`config.mk`:
```
export PLATFORM = sky130hd
export DESIGN_NAME = delay_sched
export DESIGN_NICKNAME = d
export VERILOG_FILES = /design/src/rtl/delay_sched_pkg.sv /design/src/rtl/delay_sched_chan.sv /design/src/rtl/delay_sched.sv
export SDC_FILE = /design/constraint.sdc
export NUM_CORES = 1
export LEC_CHECK = 0
export CORE_UTILIZATION = 40
export CTS_BUF_LIST = sky130_fd_sc_hd__clkbuf_4 sky130_fd_sc_hd__clkbuf_8
export CTS_CLUSTER_DIAMETER = 40
export CTS_CLUSTER_SIZE = 28
export DETAILED_ROUTE_END_ITERATION = 8
export PLACE_DENSITY = 0.74
export SYNTH_ARGS = -nofsm -noshare
export SYNTH_HDL_FRONTEND = slang
export SYNTH_SLANG_ARGS = --single-unit
```
`constraint.sdc`:
```
create_clock -name clk -period 4.6 [get_ports clk]
set_input_delay 0.46 -clock clk [delete_from_list [all_inputs] [get_ports clk]]
set_output_delay 0.46 -clock clk [all_outputs]
set_load 0.02 [all_outputs]
```
`src/rtl/delay_sched_pkg.sv`:
```
// Shared definitions for the delay scheduler.
//   state_t   : scheduler FSM state (IDLE / RUN / DONE)
//   MODE_FORK : all enabled channels timed from the launch edge
//   MODE_SEQ  : enabled channels chained in ascending index order
package delay_sched_pkg;

    typedef enum logic [1:0] {
        IDLE = 2'd0,
        RUN  = 2'd1,
        DONE = 2'd2
    } state_t;

    localparam logic MODE_FORK = 1'b0;
    localparam logic MODE_SEQ  = 1'b1;

endpackage

```
`src/rtl/delay_sched_chan.sv`:
```
// One scheduled channel: holds its captured delay/value, counts down once
// armed and loads its output register on the fire edge.
// Ports:
//   clk, rst_n : clock, async active-low reset
//   capture    : latch delay_in/data_in (launch edge)
//   delay_in   : delay for this channel
//   data_in    : value for this channel
//   arm        : start the countdown on this edge
//   kill       : cancel any countdown; suppresses a coincident fire
//   fire       : combinational, this edge is the fire edge
//   active     : countdown in progress
//   out_data   : registered value, changes only when firing
//   out_valid  : one-cycle pulse after the fire edge
module delay_sched_chan #(
    parameter int DW = 8,
    parameter int CW = 8
) (
    input  logic          clk,
    input  logic          rst_n,
    input  logic          capture,
    input  logic [CW-1:0] delay_in,
    input  logic [DW-1:0] data_in,
    input  logic          arm,
    input  logic          kill,
    output logic          fire,
    output logic          active,
    output logic [DW-1:0] out_data,
    output logic          out_valid
);

    logic [CW-1:0] d_reg;
    logic [DW-1:0] data_reg;
    logic [CW-1:0] cnt;

    // Armed at edge X with delay d: cnt reaches 0 at X+d, fire at X+d+1.
    assign fire = active && (cnt == '0) && !kill;

    always_ff @(posedge clk or negedge rst_n) begin
        if (!rst_n) begin
            d_reg     <= '0;
            data_reg  <= '0;
            cnt       <= '0;
            active    <= 1'b0;
            out_data  <= '0;
            out_valid <= 1'b0;
        end else begin
            out_valid <= fire;
            if (capture) begin
                d_reg    <= delay_in;
                data_reg <= data_in;
            end
            if (fire) begin
                out_data <= data_reg;
                active   <= 1'b0;
            end
            if (kill)
                active <= 1'b0;
            if (arm) begin
                // On the launch edge the captured copy is not yet visible.
                active <= 1'b1;
                cnt    <= capture ? delay_in : d_reg;
            end else if (active && (cnt != '0)) begin
                cnt <= cnt - CW'(1);
            end
        end
    end

endmodule

```
`src/rtl/delay_sched.sv`:
```
// Multi-channel delay scheduler. A launch captures per-channel delays and
// values; each enabled channel later loads its value into out_data and
// pulses out_valid. FORK times every channel from launch, SEQ chains them.
// Handshake: start is a one-cycle request with no ready; it is accepted
// only in IDLE and silently dropped in RUN/DONE.
// Ports:
//   clk, rst_n          : clock, async active-low reset
//   start, mode, ch_en  : launch request, FORK/SEQ, channel enable mask
//   cmd_delay, cmd_data : per-channel delay and value (sampled with start)
//   abort               : cancel a running schedule
//   out_data, out_valid : per-channel result and update pulse
//   busy, done          : schedule in progress, one-cycle join pulse
//   fsm_state           : current FSM state for observation
module delay_sched
    import delay_sched_pkg::*;
#(
    parameter int NCH = 4,
    parameter int DW  = 8,
    parameter int CW  = 8
) (
    input  logic              clk,
    input  logic              rst_n,
    input  logic              start,
    input  logic              mode,
    input  logic [NCH-1:0]    ch_en,
    input  logic [NCH*CW-1:0] cmd_delay,
    input  logic [NCH*DW-1:0] cmd_data,
    input  logic              abort,
    output logic [NCH*DW-1:0] out_data,
    output logic [NCH-1:0]    out_valid,
    output logic              busy,
    output logic              done,
    output logic [1:0]        fsm_state
);

    state_t         state;
    logic           mode_reg;
    logic [NCH-1:0] en_reg;
    logic           launch;
    logic           kill;
    logic           mode_eff;
    logic [NCH-1:0] en_eff;
    logic [NCH-1:0] arm;
    logic [NCH-1:0] fire;
    logic [NCH-1:0] active;

    assign launch    = (state == IDLE) && start;
    assign kill      = (state == RUN) && abort;
    assign mode_eff  = launch ? mode  : mode_reg;
    assign en_eff    = launch ? ch_en : en_reg;
    assign fsm_state = state;

    // SEQ token: starts at launch, is taken over by each enabled channel's
    // fire, and passes straight through disabled channels (zero time).
    always_comb begin
        logic tok;
        tok = launch;
        arm = '0;
        for (int i = 0; i < NCH; i++) begin
            arm[i] = en_eff[i] && ((mode_eff == MODE_SEQ) ? tok : launch);
            if (en_eff[i])
                tok = fire[i];
        end
    end

    for (genvar g = 0; g < NCH; g++) begin : g_ch
        delay_sched_chan #(.DW(DW), .CW(CW)) u_chan (
            .clk       (clk),
            .rst_n     (rst_n),
            .capture   (launch),
            .delay_in  (cmd_delay[g*CW +: CW]),
            .data_in   (cmd_data[g*DW +: DW]),
            .arm       (arm[g]),
            .kill      (kill),
            .fire      (fire[g]),
            .active    (active[g]),
            .out_data  (out_data[g*DW +: DW]),
            .out_valid (out_valid[g])
        );
    end

    // Join: once no channel is counting, the last fire happened on the
    // previous edge (or nothing was enabled), so enter DONE.
    always_ff @(posedge clk or negedge rst_n) begin
        if (!rst_n) begin
            state    <= IDLE;
            mode_reg <= MODE_FORK;
            en_reg   <= '0;
            busy     <= 1'b0;
            done     <= 1'b0;
        end else begin
            case (state)
                IDLE: begin
                    done <= 1'b0;
                    if (launch) begin
                        state    <= RUN;
                        busy     <= 1'b1;
                        mode_reg <= mode;
                        en_reg   <= ch_en;
                    end
                end
                RUN: begin
                    if (kill) begin
                        state <= IDLE;
                        busy  <= 1'b0;
                    end else if (active == '0) begin
                        state <= DONE;
                        done  <= 1'b1;
                    end
                end
                DONE: begin
                    state <= IDLE;
                    busy  <= 1'b0;
                    done  <= 1'b0;
                end
                default: begin
                    state <= IDLE;
                    busy  <= 1'b0;
                    done  <= 1'b0;
                end
            endcase
        end
    end

endmodule

```
==> metrics.txt, run 1 <==
# TYPE chip_impl_metric gauge
chip_impl_info{name="status",value="complete, but fails checks"} 1
chip_impl_info{name="violations",value="DRC"} 1
chip_impl_metric{name="htree_levels",unit=""} 4
chip_impl_metric{name="post-route-period-util",unit="%"} 61.9
chip_impl_metric{name="data_required_time_at_the_worst_endpoint",unit="ns"} 4.91
chip_impl_metric{name="syn_to_layout_area_delta",unit="%"} 27.1
chip_impl_metric{name="port-buffer-count",unit=""} 112
chip_impl_metric{name="post_synth_instance_area",unit="um2"} 6070
chip_impl_metric{name="synth.yosys.seq_area_share",unit="%"} 56.5
chip_impl_metric{name="n_antenna_cell",unit=""} 0
chip_impl_metric{name="final.min_clock_period",unit="ns"} 2.85
chip_impl_metric{name="fillCellCount",unit=""} 1262
chip_impl_info{name="critPathCaptureType",value="flop"} 1
chip_impl_metric{name="cts_num_sinks",unit=""} 137
chip_impl_metric{name="met3_usage",unit="%"} 3.98
chip_impl_metric{name="detail_route.drc_violations",unit=""} 8
chip_impl_metric{name="synth_fp_nets",unit=""} 572
chip_impl_metric{name="worst_slew_pin_slew",unit="ns"} 0.932
chip_impl_metric{name="cp_num_buf_inv",unit=""} 2
chip_impl_metric{name="detail_route.iter0.violations",unit=""} 150
chip_impl_metric{name="crit_fanout",unit=""} 17
chip_impl_metric{name="grt_first_pass_wirelength",unit="um"} 20500
chip_impl_metric{name="clock_skew_after_layout",unit="ns"} 0.0134
chip_impl_metric{name="synth-async-reset-ratio",unit="%"} 100
chip_impl_info{name="synth_top_cells_by_area",value="sky130_fd_sc_hd__dfrtp_1 57%, sky130_fd_sc_hd__mux2_2 18%, sky130_fd_sc_hd__nand2_1 5.7%"} 1
chip_impl_metric{name="gate_count_after_technology_mapping",unit=""} 492
chip_impl_metric{name="yosys_register_bits",unit=""} 137
chip_impl_metric{name="cts-buffers-inserted",unit=""} 17
chip_impl_info{name="tritoncts",value="built"} 1
chip_impl_metric{name="critical_path_arrival",unit="ns"} 3.15
chip_impl_metric{name="design.core.area",unit="um2"} 14600
chip_impl_info{name="yosys_most_used_dff",value="sky130_fd_sc_hd__dfrtp_1"} 1
chip_impl_metric{name="dr_total_vias",unit=""} 3985
chip_impl_info{name="synthMostInstantiatedCell",value="sky130_fd_sc_hd__dfrtp_1"} 1
chip_impl_metric{name="synthesized_area_per_cell",unit="um2"} 12.3
chip_impl_metric{name="vias_per_cell",unit=""} 4.95
chip_impl_info{name="holdCritPathClass",value="input pin to asynchronous set/reset pin"} 1
chip_impl_metric{name="synth_edf_count",unit=""} 0
chip_impl_metric{name="num_rows",unit=""} 44
chip_impl_info{name="worst_path_dominant_cell_family",value="simple AND/OR/NAND/NOR gates"} 1
chip_impl_info{name="worstPathCellList",value="clkdlybuf4s50_1 > nor3b_4 > mux2i_1 > inv_2 > a211oi_4 > o221ai_4 > mux2_2"} 1
chip_impl_metric{name="cts_post_setup_buffers_inserted",unit=""} 0
chip_impl_metric{name="dp_hpwl",unit="um"} 8900
chip_impl_info{name="cp-start-kind",value="input pin"} 1
chip_impl_metric{name="first_pass_iters",unit=""} 8
chip_impl_info{name="busiest_layer",value="met2"} 1
chip_impl_metric{name="critical_path.max_stage_delay",unit="ns"} 0.79
chip_impl_metric{name="grt_ovf",unit=""} 0
chip_impl_metric{name="nNetsFinal",unit=""} 688
chip_impl_metric{name="clk_transition_reported_paths",unit="ns"} 0.07
chip_impl_metric{name="wirelength",unit="um"} 12300
chip_impl_metric{name="slew_violations",unit=""} 0
chip_impl_metric{name="boundaryPins",unit=""} 113
chip_impl_metric{name="hold_viol",unit=""} 0
chip_impl_metric{name="power.density_cell_area",unit="nW/um2"} 646
chip_impl_metric{name="grt_util_met1",unit="%"} 20.2
chip_impl_info{name="synth_top_cells_by_count",value="137 x sky130_fd_sc_hd__dfrtp_1, 95 x sky130_fd_sc_hd__mux2_2, 92 x sky130_fd_sc_hd__nand2_1"} 1
chip_impl_info{name="cts_root_buffer",value="sky130_fd_sc_hd__clkbuf_8"} 1
chip_impl_metric{name="max_freq",unit="MHz"} 351
chip_impl_metric{name="gr-usage-all-layers",unit="%"} 16.9
chip_impl_metric{name="instances_no_fill",unit=""} 805
chip_impl_metric{name="initial_antenna_violation_count",unit=""} 0
chip_impl_metric{name="yosys_warnings",unit=""} 0
chip_impl_metric{name="gpl.final_weighted_congestion",unit=""} 0.784
chip_impl_metric{name="utilization",unit="%"} 52.7
chip_impl_metric{name="die_area",unit="um2"} 15700
chip_impl_metric{name="number_of_gates_resized_after_cts",unit=""} 0
chip_impl_metric{name="power.ir.vdd_worst",unit="mV"} 0.226
chip_impl_metric{name="multiInputGateArea",unit="um2"} 2470
chip_impl_metric{name="final_layout_size_suffix_gt1_share",unit="%"} 24.5
chip_impl_metric{name="synth_cell_types",unit=""} 57
chip_impl_metric{name="synth_top_cell_area_share",unit="%"} 56.5
chip_impl_metric{name="slew-limit-headroom",unit="%"} 37.8
chip_impl_metric{name="grt_pass1_vias",unit=""} 4226
chip_impl_metric{name="post_cts_hold_buffers",unit=""} 0
chip_impl_metric{name="clk_path_buf_depth",unit=""} 2
chip_impl_metric{name="pin_count_of_the_biggest_net_entering_global_routing",unit=""} 89
chip_impl_metric{name="placedCellCount",unit=""} 773
chip_impl_info{name="rsz_0062_raised_after_global_routing",value="no"} 1
chip_impl_info{name="slowest_stage_cell_crit_path",value="sky130_fd_sc_hd__nor3b_4"} 1
chip_impl_info{name="yosysTopAreaCell",value="sky130_fd_sc_hd__dfrtp_1"} 1
chip_impl_metric{name="setup_total_negative_slack",unit="ns"} 0
chip_impl_metric{name="placed_cell_area",unit="um2"} 7340
chip_impl_metric{name="die-height",unit="um"} 125
chip_impl_metric{name="starting_density",unit="%"} 41.4
chip_impl_metric{name="wl_per_cell",unit="um"} 15.2
chip_impl_metric{name="chipWidth",unit="um"} 125
chip_impl_metric{name="insertion_delay",unit="ns"} 0.43
chip_impl_metric{name="final-seq-area",unit="um2"} 3430
chip_impl_metric{name="timing.final.setup_violations",unit=""} 0
chip_impl_metric{name="cap_violations",unit=""} 0
chip_impl_info{name="timing.setup.critical_path_class",value="input pin to flop"} 1
chip_impl_metric{name="final_design_area_no_fill",unit="um2"} 7710
chip_impl_metric{name="power_leakage",unit="nW"} 3.38
chip_impl_metric{name="met2_usage",unit="%"} 29.1
chip_impl_metric{name="postRouteAntennaNets",unit=""} 0
power breakdown:
part / internal, mW / total, mW / switching, mW
clock: 0.460 / 0.887 / 0.428
sequential: 1.78 / 2.17 / 0.383
combinational: 1.03 / 1.92 / 0.892
total: 3.27 / 4.98 / 1.70
kinds of logic (layout without fill, tap and decap cells):
| group | after synthesis | count (layout) | synth area share, % |
|---|---|---|---|
| buffers and inverters | 37 | 166 | 2.72 |
| multiplexers | 99 | 99 | 18.4 |
| AO/OA/AOI/OAI | 37 | 37 | 4.99 |
| AND/OR/NAND/NOR | 157 | 157 | 13.4 |
| adder cells (fa/ha/maj) | 7 | 7 | 1.44 |
| XOR/XNOR | 18 | 18 | 2.60 |
| flip-flops | 137 | 137 | 56.5 |
metal layers:
| layer | wire length [um] | vias to the layer above |
|---|---|---|
| met1 | 5310 | 1950 |
| met5 | 0 | - |
| met3 | 463 | 20 |
| met4 | 238 | 0 |
| met2 | 6260 | 90 |
| li1 | - | 1925 |
final cells by class:
cell class / instances / area share [%]
inverter: 20 / 0.974
multi-input combinational: 318 / 32.1
tap: 184 / 2.99
timing repair buffer: 114 / 14.7
clock buffer: 26 / 4.23
sequential: 137 / 44.5
clock inverter: 6 / 0.519
layout by cell type, fill, tap and decap left out, types with 4 or more instances in the layout:
| cell type | netlist | routed |
|---|---|---|
| sky130_fd_sc_hd__nand2_1 | 92 | 92 |
| sky130_fd_sc_hd__xnor2_1 | 8 | 8 |
| sky130_fd_sc_hd__ha_1 | 7 | 7 |
| sky130_fd_sc_hd__nor3b_1 | 4 | 4 |
| sky130_fd_sc_hd__a21oi_1 | 5 | 5 |
| sky130_fd_sc_hd__xor2_1 | 10 | 10 |
| sky130_fd_sc_hd__dfrtp_1 | 137 | 137 |
| sky130_fd_sc_hd__o21ai_0 | 14 | 14 |
| sky130_fd_sc_hd__mux2_2 | 95 | 95 |
| sky130_fd_sc_hd__nor2_1 | 14 | 14 |
| sky130_fd_sc_hd__clkbuf_8 | 0 | 21 |
| sky130_fd_sc_hd__clkbuf_4 | 0 | 5 |
| sky130_fd_sc_hd__nand3b_1 | 4 | 4 |
| sky130_fd_sc_hd__clkdlybuf4s50_1 | 0 | 111 |
| sky130_fd_sc_hd__inv_1 | 16 | 16 |
| sky130_fd_sc_hd__nand3_1 | 8 | 8 |
worst register-to-register path, delay by kind of cell, from the launching register on:
kind / cells / cell delay [ns]
AOI/OAI and AO/OA: 2 / 0.57
buffers and inverters: 1 / 0.10
DFF: 1 / 0.49
muxes: 2 / 0.74
and+or+nand+nor: 1 / 0.82
per-stage QoR:
stage	power [mW]	hold slack [ns]	setup slack (ns)
3_5_place_dp	4.13	0.452	1.31
3_3_place_gp	4.00	0.442	1.40
4_1_cts	5.04	0.114	1.73
5_1_grt	5.33	0.129	1.60
6_report	4.98	0.0882	1.75
2_1_floorplan	3.44	0.164	2.34
worst paths after layout:
kind	startpoint	endpoint	slack (ns)	cells past startpoint
worst min register to register	g_ch[1].u_chan.data_reg[0]	g_ch[1].u_chan.out_data[0]	0.47	2
max in group asynchronous	rst_n	g_ch[2].u_chan.cnt[6]	3.35	2
min in group clk	g_ch[1].u_chan.data_reg[0]	g_ch[1].u_chan.out_data[0]	0.47	2
worst max register to register	fsm_state[1]	g_ch[2].u_chan.cnt[6]	1.76	6
worst min-delay path	rst_n	g_ch[0].u_chan.data_reg[5]	0.09	1
worst max-delay path	start	g_ch[2].u_chan.cnt[6]	1.75	7
Note: power is estimated with default switching activity, not from simulation.
==> run 2: changes to the inputs <==
- clock period: 4.6 -> 2.9 ns (I/O delays scaled with it)
==> run 2 against run 1 <==
Compared with the run above:
- the flow still finishes with violations (DRC)
- combinational power rose by 60%
- sequential cell count stayed put
- non-clock buffer count rose by 8
- register-to-register slack worse by 1.4 ns
- clock power grew 57%
- final cell count rose by 0.37%
- sequential share of layout area down 0.34 points
- setup slack got worse by 1.4 ns
- global-route usage is 0.15 points higher
- wire length increased by 1.0%
- total power increased by 59%
- design area grew 0.78%
- largest power group unchanged
==> metrics.txt, run 2 (synthesized netlist as in run 1, its figures left out) <==
# TYPE chip_impl_metric gauge
chip_impl_info{name="status",value="complete, but fails checks"} 1
chip_impl_info{name="violations",value="DRC"} 1
chip_impl_metric{name="critical_path.max_stage_delay",unit="ns"} 0.57
chip_impl_metric{name="design.core.area",unit="um2"} 14600
chip_impl_metric{name="initial_antenna_violation_count",unit=""} 0
chip_impl_metric{name="chipWidth",unit="um"} 125
chip_impl_metric{name="utilization",unit="%"} 53.1
chip_impl_metric{name="post-route-period-util",unit="%"} 87.2
chip_impl_metric{name="cts_post_setup_buffers_inserted",unit=""} 0
chip_impl_metric{name="power_leakage",unit="nW"} 3.41
chip_impl_metric{name="port-buffer-count",unit=""} 112
chip_impl_info{name="slowest_stage_cell_crit_path",value="sky130_fd_sc_hd__or4b_1"} 1
chip_impl_info{name="cts_root_buffer",value="sky130_fd_sc_hd__clkbuf_8"} 1
chip_impl_metric{name="fin_ws",unit="ns"} 0.372
chip_impl_metric{name="dr_total_vias",unit=""} 3994
chip_impl_metric{name="post_cts_hold_buffers",unit=""} 1
chip_impl_info{name="critical_path.reg2reg.startpoint",value="g_ch[2].u_chan.cnt[0]"} 1
chip_impl_info{name="cp-start-kind",value="flop"} 1
chip_impl_info{name="timing.setup.critical_path_class",value="flop to flop"} 1
chip_impl_metric{name="slew-limit-headroom",unit="%"} 52.7
chip_impl_metric{name="postRouteAntennaNets",unit=""} 0
chip_impl_metric{name="vias_per_cell",unit=""} 4.94
chip_impl_metric{name="cts_num_sinks",unit=""} 137
chip_impl_metric{name="max_freq",unit="MHz"} 396
chip_impl_info{name="layout_commonest_cell",value="sky130_fd_sc_hd__dfrtp_1"} 1
chip_impl_info{name="rsz_0062_raised_after_global_routing",value="no"} 1
chip_impl_metric{name="cap_violations",unit=""} 0
chip_impl_metric{name="cts-buffers-inserted",unit=""} 17
chip_impl_metric{name="detail_route.drc_violations",unit=""} 11
chip_impl_metric{name="insertion_delay",unit="ns"} 0.43
chip_impl_metric{name="grt_pass1_vias",unit=""} 4335
chip_impl_metric{name="worst_slew_pin_slew",unit="ns"} 0.708
chip_impl_info{name="critPathCaptureType",value="flop"} 1
chip_impl_metric{name="dp_hpwl",unit="um"} 9000
chip_impl_metric{name="setup_total_negative_slack",unit="ns"} 0
chip_impl_metric{name="clock_skew_after_layout",unit="ns"} 0.00740
chip_impl_info{name="worstPathCellList",value="inv_1 > ha_1 > or4b_1 > nand3b_4 > a32oi_2 > o31ai_4 > mux2_2"} 1
chip_impl_metric{name="wirelength",unit="um"} 12400
chip_impl_metric{name="power.density_cell_area",unit="nW/um2"} 1020
chip_impl_metric{name="placement.setup.worst_slack",unit="ns"} 0.260
chip_impl_metric{name="hold_viol",unit=""} 0
chip_impl_metric{name="detail_route.iter0.violations",unit=""} 139
chip_impl_info{name="tritoncts",value="built"} 1
chip_impl_metric{name="die_area",unit="um2"} 15700
chip_impl_metric{name="grt_first_pass_wirelength",unit="um"} 20700
chip_impl_metric{name="crit_fanout",unit=""} 10
chip_impl_metric{name="p_total",unit="mW"} 7.90
chip_impl_metric{name="slew_violations",unit=""} 0
chip_impl_metric{name="power.ir.vdd_worst",unit="mV"} 0.313
chip_impl_metric{name="first_pass_iters",unit=""} 7
chip_impl_metric{name="number_of_gates_resized_after_cts",unit=""} 0
chip_impl_info{name="worst_path_dominant_cell_family",value="simple AND/OR/NAND/NOR gates"} 1
chip_impl_info{name="final_cell_mix",value="137 x sky130_fd_sc_hd__dfrtp_1, 111 x sky130_fd_sc_hd__clkdlybuf4s50_1, 95 x sky130_fd_sc_hd__mux2_2"} 1
chip_impl_metric{name="critical_path_arrival",unit="ns"} 2.84
chip_impl_metric{name="die-height",unit="um"} 125
chip_impl_metric{name="gr-usage-all-layers",unit="%"} 17.0
chip_impl_metric{name="pin_count_of_the_biggest_net_entering_global_routing",unit=""} 60
chip_impl_metric{name="gpl.final_weighted_congestion",unit=""} 0.851
chip_impl_metric{name="final.min_clock_period",unit="ns"} 2.53
chip_impl_metric{name="data_required_time_at_the_worst_endpoint",unit="ns"} 3.21
chip_impl_metric{name="cp_num_buf_inv",unit=""} 1
chip_impl_metric{name="nNetsFinal",unit=""} 696
chip_impl_metric{name="clk_path_buf_depth",unit=""} 2
chip_impl_metric{name="worstRegToRegCells",unit=""} 7
chip_impl_metric{name="n_antenna_cell",unit=""} 0
chip_impl_metric{name="wl_per_cell",unit="um"} 15.3
chip_impl_metric{name="num_rows",unit=""} 44
chip_impl_info{name="crit-reg2reg-capture",value="g_ch[3].u_chan.cnt[5]"} 1
chip_impl_info{name="holdCritPathClass",value="input pin to asynchronous set/reset pin"} 1
chip_impl_metric{name="final_layout_size_suffix_gt1_share",unit="%"} 24.7
chip_impl_metric{name="reg2reg_setup_slack",unit="ns"} 0.37
chip_impl_metric{name="grt_ovf",unit=""} 0
chip_impl_metric{name="clk_transition_reported_paths",unit="ns"} 0.07
chip_impl_metric{name="syn_to_layout_area_delta",unit="%"} 28.1
chip_impl_metric{name="timing.final.setup_violations",unit=""} 0
chip_impl_metric{name="starting_density",unit="%"} 41.4
chip_impl_metric{name="htree_levels",unit=""} 4
chip_impl_metric{name="boundaryPins",unit=""} 113
[run 2: layout make-up]
class                      count  area (um2)
tap                          184         230
multi-input combinational    318        2470
clock inverter                 4        47.5
sequential                   137        3430
fill                        1240        6870
clock buffer                  23         292
timing repair buffer         122        1220
inverter                      20        75.1
[run 2: worst max-delay path by stage]
stage | depth (start not counted) | slack [ns] | from | endpoint
6_report | 7 | 0.37 | g_ch[2].u_chan.cnt[0] | g_ch[3].u_chan.cnt[5]
2_1_floorplan | 7 | 0.64 | fsm_state[0] | g_ch[2].u_chan.cnt[0]
5_1_grt | 7 | 0.25 | g_ch[2].u_chan.cnt[0] | g_ch[3].u_chan.cnt[5]
3_3_place_gp | 7 | 0.35 | start | g_ch[3].u_chan.cnt[4]
3_5_place_dp | 7 | 0.26 | start | g_ch[3].u_chan.cnt[5]
4_1_cts | 7 | 0.33 | g_ch[2].u_chan.cnt[0] | g_ch[3].u_chan.cnt[5]
[run 2: report_power, final]
group / switching [mW] / internal (mW) / total [mW]
sequential: 0.597 / 2.83 / 3.42
clock: 0.659 / 0.734 / 1.39
combinational: 1.42 / 1.67 / 3.08
[run 2: per-stage QoR]
step	cells	instance area (um2)	hold WS, ns
detailed placement	780	7420	0.248
finish	808	7770	0.351
global route	808	7770	0.364
CTS	808	7770	0.340
global placement	780	7420	0.239
floorplan	492	6070	-0.00559
[run 2: per-layer routing]
layer	wire [um]	vias to the layer above	global-route usage [%]
li1	-	1929	-
met1	5270	1956	20.1
met2	6430	90	29.9
met3	471	19	4.32
met4	227	0	6.46
met5	0	-	0
